### src/rtl/chunked_add_sub_pkg.sv
`default_nettype none
// ============================================================================
// Module   : chunked_add_sub_pkg
// Brief    : Shared state encoding and sizing helpers for chunked_add_sub.
// Revision : 1.0  initial release
// ============================================================================
package chunked_add_sub_pkg;

    typedef enum logic [1:0] {
        ST_IDLE = 2'd0,
        ST_RUN  = 2'd1,
        ST_DONE = 2'd2
    } state_t;

    localparam int DEF_WIDTH = 16;
    localparam int DEF_CHUNK = 4;

    function automatic int nchunk_f(input int width, input int chunk);
        return width / chunk;
    endfunction

    // A single-chunk configuration still needs a 1-bit counter.
    function automatic int cnt_width_f(input int nchunk);
        return (nchunk > 1) ? $clog2(nchunk) : 1;
    endfunction

endpackage
`default_nettype wire

### src/rtl/chunked_add_sub_adder_slice.sv
`default_nettype none
// ============================================================================
// Module   : adder_slice
// Brief    : Combinational CHUNK-bit ripple adder; also exposes the carry into
//            its MSB so the parent can derive signed overflow.
// Revision : 1.0  initial release
// ============================================================================
module adder_slice #(
    parameter int CHUNK = 4
) (
    input  logic [CHUNK-1:0] a,
    input  logic [CHUNK-1:0] b,
    input  logic             ci,
    output logic [CHUNK-1:0] s,
    output logic             co,
    output logic             c_top
);

    logic [CHUNK:0] carry;

    always_comb begin
        carry    = '0;
        s        = '0;
        carry[0] = ci;
        for (int i = 0; i < CHUNK; i++) begin
            s[i]       = a[i] ^ b[i] ^ carry[i];
            carry[i+1] = (a[i] & b[i]) | (carry[i] & (a[i] ^ b[i]));
        end
        co    = carry[CHUNK];
        c_top = carry[CHUNK-1];
    end

endmodule
`default_nettype wire

### src/rtl/chunked_add_sub.sv
`default_nettype none
// ============================================================================
// Module   : chunked_add_sub
// Brief    : Multi-cycle add/subtract, one CHUNK-bit slice per clock, LSB first,
//            with accumulate mode and a start/busy/done handshake.
// Revision : 1.0  initial release
// ============================================================================
module chunked_add_sub
    import chunked_add_sub_pkg::*;
#(
    parameter int WIDTH = DEF_WIDTH,
    parameter int CHUNK = DEF_CHUNK
) (
    input  logic             clock,
    input  logic             resetn,
    input  logic             start,
    input  logic             sub,
    input  logic             acc,
    input  logic             ci,
    input  logic [WIDTH-1:0] a,
    input  logic [WIDTH-1:0] b,
    output logic             busy,
    output logic             done,
    output logic [WIDTH-1:0] sum,
    output logic             co,
    output logic             ovf
);

    localparam int               NCHUNK   = nchunk_f(WIDTH, CHUNK);
    localparam int               CNT_W    = cnt_width_f(NCHUNK);
    localparam logic [CNT_W-1:0] LAST_CNT = CNT_W'(NCHUNK - 1);

    state_t           state_q, state_d;
    logic [CNT_W-1:0] cnt_q, cnt_d;
    logic [WIDTH-1:0] opa_q, opa_d;
    logic [WIDTH-1:0] opb_q, opb_d;
    logic [WIDTH-1:0] part_q, part_d;
    logic [WIDTH-1:0] sum_q, sum_d;
    logic             carry_q, carry_d;
    logic             co_q, co_d;
    logic             ovf_q, ovf_d;

    logic [CHUNK-1:0] slice_s;
    logic             slice_co;
    logic             slice_c_top;

    // Operands shift right each cycle so the slice always sees bits [CHUNK-1:0].
    adder_slice #(
        .CHUNK (CHUNK)
    ) u_slice (
        .a     (opa_q[CHUNK-1:0]),
        .b     (opb_q[CHUNK-1:0]),
        .ci    (carry_q),
        .s     (slice_s),
        .co    (slice_co),
        .c_top (slice_c_top)
    );

    always_comb begin
        state_d = state_q;
        cnt_d   = cnt_q;
        opa_d   = opa_q;
        opb_d   = opb_q;
        part_d  = part_q;
        sum_d   = sum_q;
        carry_d = carry_q;
        co_d    = co_q;
        ovf_d   = ovf_q;

        case (state_q)
            ST_IDLE, ST_DONE: begin
                if (start) begin
                    state_d = ST_RUN;
                    cnt_d   = '0;
                    opa_d   = acc ? sum_q : a;
                    opb_d   = sub ? ~b : b;
                    carry_d = ci ^ sub;
                end else begin
                    state_d = ST_IDLE;
                end
            end
            ST_RUN: begin
                opa_d   = opa_q >> CHUNK;
                opb_d   = opb_q >> CHUNK;
                carry_d = slice_co;
                cnt_d   = cnt_q + 1'b1;
                // Slice sums enter at the top; after NCHUNK shifts they are aligned.
                part_d                    = part_q >> CHUNK;
                part_d[WIDTH-1 -: CHUNK]  = slice_s;
                if (cnt_q == LAST_CNT) begin
                    state_d = ST_DONE;
                    sum_d   = part_d;
                    co_d    = slice_co;
                    ovf_d   = slice_co ^ slice_c_top;
                end
            end
            default: state_d = ST_IDLE;
        endcase
    end

    always_ff @(posedge clock or negedge resetn) begin
        if (!resetn) begin
            state_q <= ST_IDLE;
            cnt_q   <= '0;
            opa_q   <= '0;
            opb_q   <= '0;
            part_q  <= '0;
            sum_q   <= '0;
            carry_q <= 1'b0;
            co_q    <= 1'b0;
            ovf_q   <= 1'b0;
        end else begin
            state_q <= state_d;
            cnt_q   <= cnt_d;
            opa_q   <= opa_d;
            opb_q   <= opb_d;
            part_q  <= part_d;
            sum_q   <= sum_d;
            carry_q <= carry_d;
            co_q    <= co_d;
            ovf_q   <= ovf_d;
        end
    end

    assign busy = (state_q == ST_RUN);
    assign done = (state_q == ST_DONE);
    assign sum  = sum_q;
    assign co   = co_q;
    assign ovf  = ovf_q;

endmodule
`default_nettype wire

### config.mk
export PLATFORM = sky130hd
export DESIGN_NAME = chunked_add_sub
export DESIGN_NICKNAME = d
export VERILOG_FILES = /design/src/rtl/chunked_add_sub_pkg.sv /design/src/rtl/chunked_add_sub_adder_slice.sv /design/src/rtl/chunked_add_sub.sv
export SDC_FILE = /design/constraint.sdc
export NUM_CORES = 1
export LEC_CHECK = 0
export BUFFER_PORTS_ARGS = -buffer_cell sky130_fd_sc_hd__buf_2
export CORE_UTILIZATION = 35
export CTS_BUF_LIST = sky130_fd_sc_hd__clkbuf_16
export CTS_CLUSTER_DIAMETER = 200
export DETAILED_ROUTE_END_ITERATION = 8
export PLACE_DENSITY = 0.53
export SLEW_MARGIN = 20
export SYNTH_ARGS = -nofsm -noshare
export SYNTH_HDL_FRONTEND = slang
export SYNTH_SLANG_ARGS = --single-unit
### constraint.sdc
create_clock -name clock -period 2.6 [get_ports clock]
set_clock_uncertainty 0.05 [all_clocks]
set_input_delay 0.13 -clock clock [delete_from_list [all_inputs] [get_ports clock]]
set_output_delay 0.13 -clock clock [all_outputs]
set_load 0.05 [all_outputs]
==> qor.yml <==
layout:
  final_common_cell: "dfrtp_1"
  fillers: 794
  nets: 359
  drive_above_1_share: 0.2897
  syn2layout_area_growth_pct: 21.93
  final_cell_mix: "dfrtp_1 (67), buf_2 (57), nand2_1 (36)"
  final_util: 0.4469
  final_cells: 426
  antennaDiodeCount: 0
  stdcell_area_um2: 3709
timing:
  fin_crit_ps: 2279
  rsz0062_at_grt: "no"
  slew_headroom: 0.6428
  slew_viol_final: 0
  setup_tns_ps: 0
  period_share: 0.8766
  setup_viol: 0
  max_freq_mhz: 438.7
  worst_slew_pin_slew_ps: 535.7
  holdWs_ps: 45.34
  final-hold-violation-count: 0
  setup_slack_ps: 320.8
synthesis:
  ys_seq_area_frac: 0.5512
  synth_warnings: 0
  netlist_area_um2: 3042
  synth_fp_nets: 302
  synth.avg_cell_area_um2: 11.74
  ys_seq_elements: 67
  yosysUniqueCellTypes: 27
  netlist_instances: 259
placed_design:
  place_area_um2: 3415
  dpl_worst_slack_ps: 319.8
  io_buffers: 57
  gp_congestion: 0.6908
  dp.cells: 409
  place_hpwl_um: 4353
setup_path:
  cp_top_family: "adder cells"
  cp_max_fo: 2
  reg2regPathDepth: 8
  reg2reg_to: "part_q[15]"
  critPathSlowestCell: "fa_1"
  slowest_delay_ps: 420
  crit_cells: 8
  required_ps: 2790
  crit_chain: "fa_1 -> inv_1 -> fa_1 -> inv_1 -> fa_1 -> inv_1 -> fa_1 -> o21ai_0"
  crit_start: "opa_q[0]"
  crit_top_cell: "fa_1"
  start_kind: "register"
  crit_end: "part_q[15]"
  critical_path_class: "reg -> reg"
  crit_path_end_kind: "register"
  rrSetupSlack_ps: 320
  r2r-start: "opa_q[0]"
  arrival_ps: 2470
  path_buf_inv: 3
worst_hold_path:
  worstHoldPathType: "in -> reg"
die:
  die_y_um: 95.22
  start_util: 0.3665
  io_pins: 58
  core_um2: 8299
  die_w_um: 95.22
  die_area_um2: 9067
  rows: 33
cts:
  cts_resized: 0
  root_buffer: "clkbuf_16"
  clock_latency_ps: 320
  cts_made_buffers: 9
  cts_buffer_depth: 2
  clk_pin_slew_ps: 50
  clock_sinks: 67
  cts_max_level: 3
  cts_tree: "yes"
global_routing:
  grt_pass1_wl_um: 10620
  grt_use_total: 0.1593
  grt_overflow: 0
  antenna_found_initial: 0
  grt_max_degree: 33
  grt_pass1_vias: 2070
power_and_ir_drop:
  p_per_area_nw_per_um2: 1372
  peakVddDrop_mv: 0.4475
  p_total_mw: 5.088
  p_leak_nw: 1.812
route:
  vias: 2116
  postRouteAntennaNets: 0
  drc: 0
  wl_per_cell_um: 15.17
  drt_iter0_drc: 86
  vias_per_cell: 4.967
  routed_wl_um: 6463
  firstDrtPassIters: 4
job:
  drv_cap: 0
status:
  outcome: "finished, final reports clean"
==> per-layer routing <==
layer / track usage / wire length, um
met5: 0 / 0
met4: 0.06061 / 97
met3: 0.04545 / 229
met2: 0.2458 / 2990
met1: 0.2117 / 3146
==> synth_stat cells <==
cell type,instances,area share
clkinv_1,1,0.0012
mux2_2,15,0.056
fa_1,4,0.026
buf_6,4,0.015
nand3b_1,1,0.0025
nand2b_1,2,0.0041
xnor2_1,17,0.049
o21ai_0,8,0.013
and2_4,1,0.0029
nor2b_1,1,0.0021
buf_1,3,0.0037
nor2_1,24,0.030
a211oi_1,1,0.0025
clkbuf_1,6,0.0074
a21o_1,1,0.0025
a221o_1,23,0.076
buf_2,6,0.0099
nand2_1,36,0.044
o2bb2ai_1,8,0.023
a22o_1,1,0.0029
inv_1,8,0.0099
o221ai_1,1,0.0029
dfrtp_1,67,0.55
mux2i_1,16,0.053
xor2_1,1,0.0029
nand3_1,2,0.0033
ha_1,1,0.0041
==> cell families (layout without fill, tap and decap cells) <==
logic type               Yosys count  after routing  synth area share
flip-flops                        67             67            0.5512
AND/OR/NAND/NOR                   67             67           0.08886
AO/OA/AOI/OAI                     43             43            0.1226
multiplexers                      31             31            0.1082
buffers and inverters             28             90           0.04689
XOR/XNOR                          18             18           0.05183
adder cells (fa/ha/maj)            5              5           0.03044
==> power breakdown <==
group	internal (mW)	switching [mW]
registers	1.52	0.324
logic	0.785	1.30
clock network	0.728	0.430
total	3.03	2.06
==> worst min-delay path by stage <==
stage | startpoint | to | slack [ps] | cells past startpoint
global placement | resetn | state_q[0] | 100 | 1
global route | b[15] | opb_q[15] | 50 | 3
CTS | b[12] | opb_q[12] | 40 | 3
detailed placement | resetn | state_q[0] | 90 | 1
floorplan | resetn | carry_q | -220 | 0
finish | b[12] | opb_q[12] | 50 | 3
==> final cells by class <==
cell class,count,area [um^2],share of cell area
tap,105,131.4,0.03543
timing repair buffer,65,360.3,0.09717
multi-input combinational,164,1222,0.3296
clock buffer,9,225.2,0.06073
clock inverter,7,58.81,0.01586
inverter,9,33.78,0.009109
sequential,67,1677,0.4521
==> worst min-delay path, delay by kind of cell <==
| family | cells | cell delay [ps] |
|---|---|---|
| AOI/OAI and AO/OA | 1 | 60 |
| xor gates and xnor gates | 1 | 100 |
| buffers and inverters | 1 | 80 |
==> sequential cells by signal (all words and copies together), names as in the netlist <==
signal,count
opb_q,16
opa_q,16
co,1
carry_q,1
ovf,1
state_q,2
sum,16
part_q,12
cnt_q,2
==> repair_timing <==
item | in CTS | in global routing
hold buffers | 1 | 0
setup buffers | 0 | 0
hold endpoints to repair | 22 | 0
Note: power is estimated with default switching activity, not from simulation.
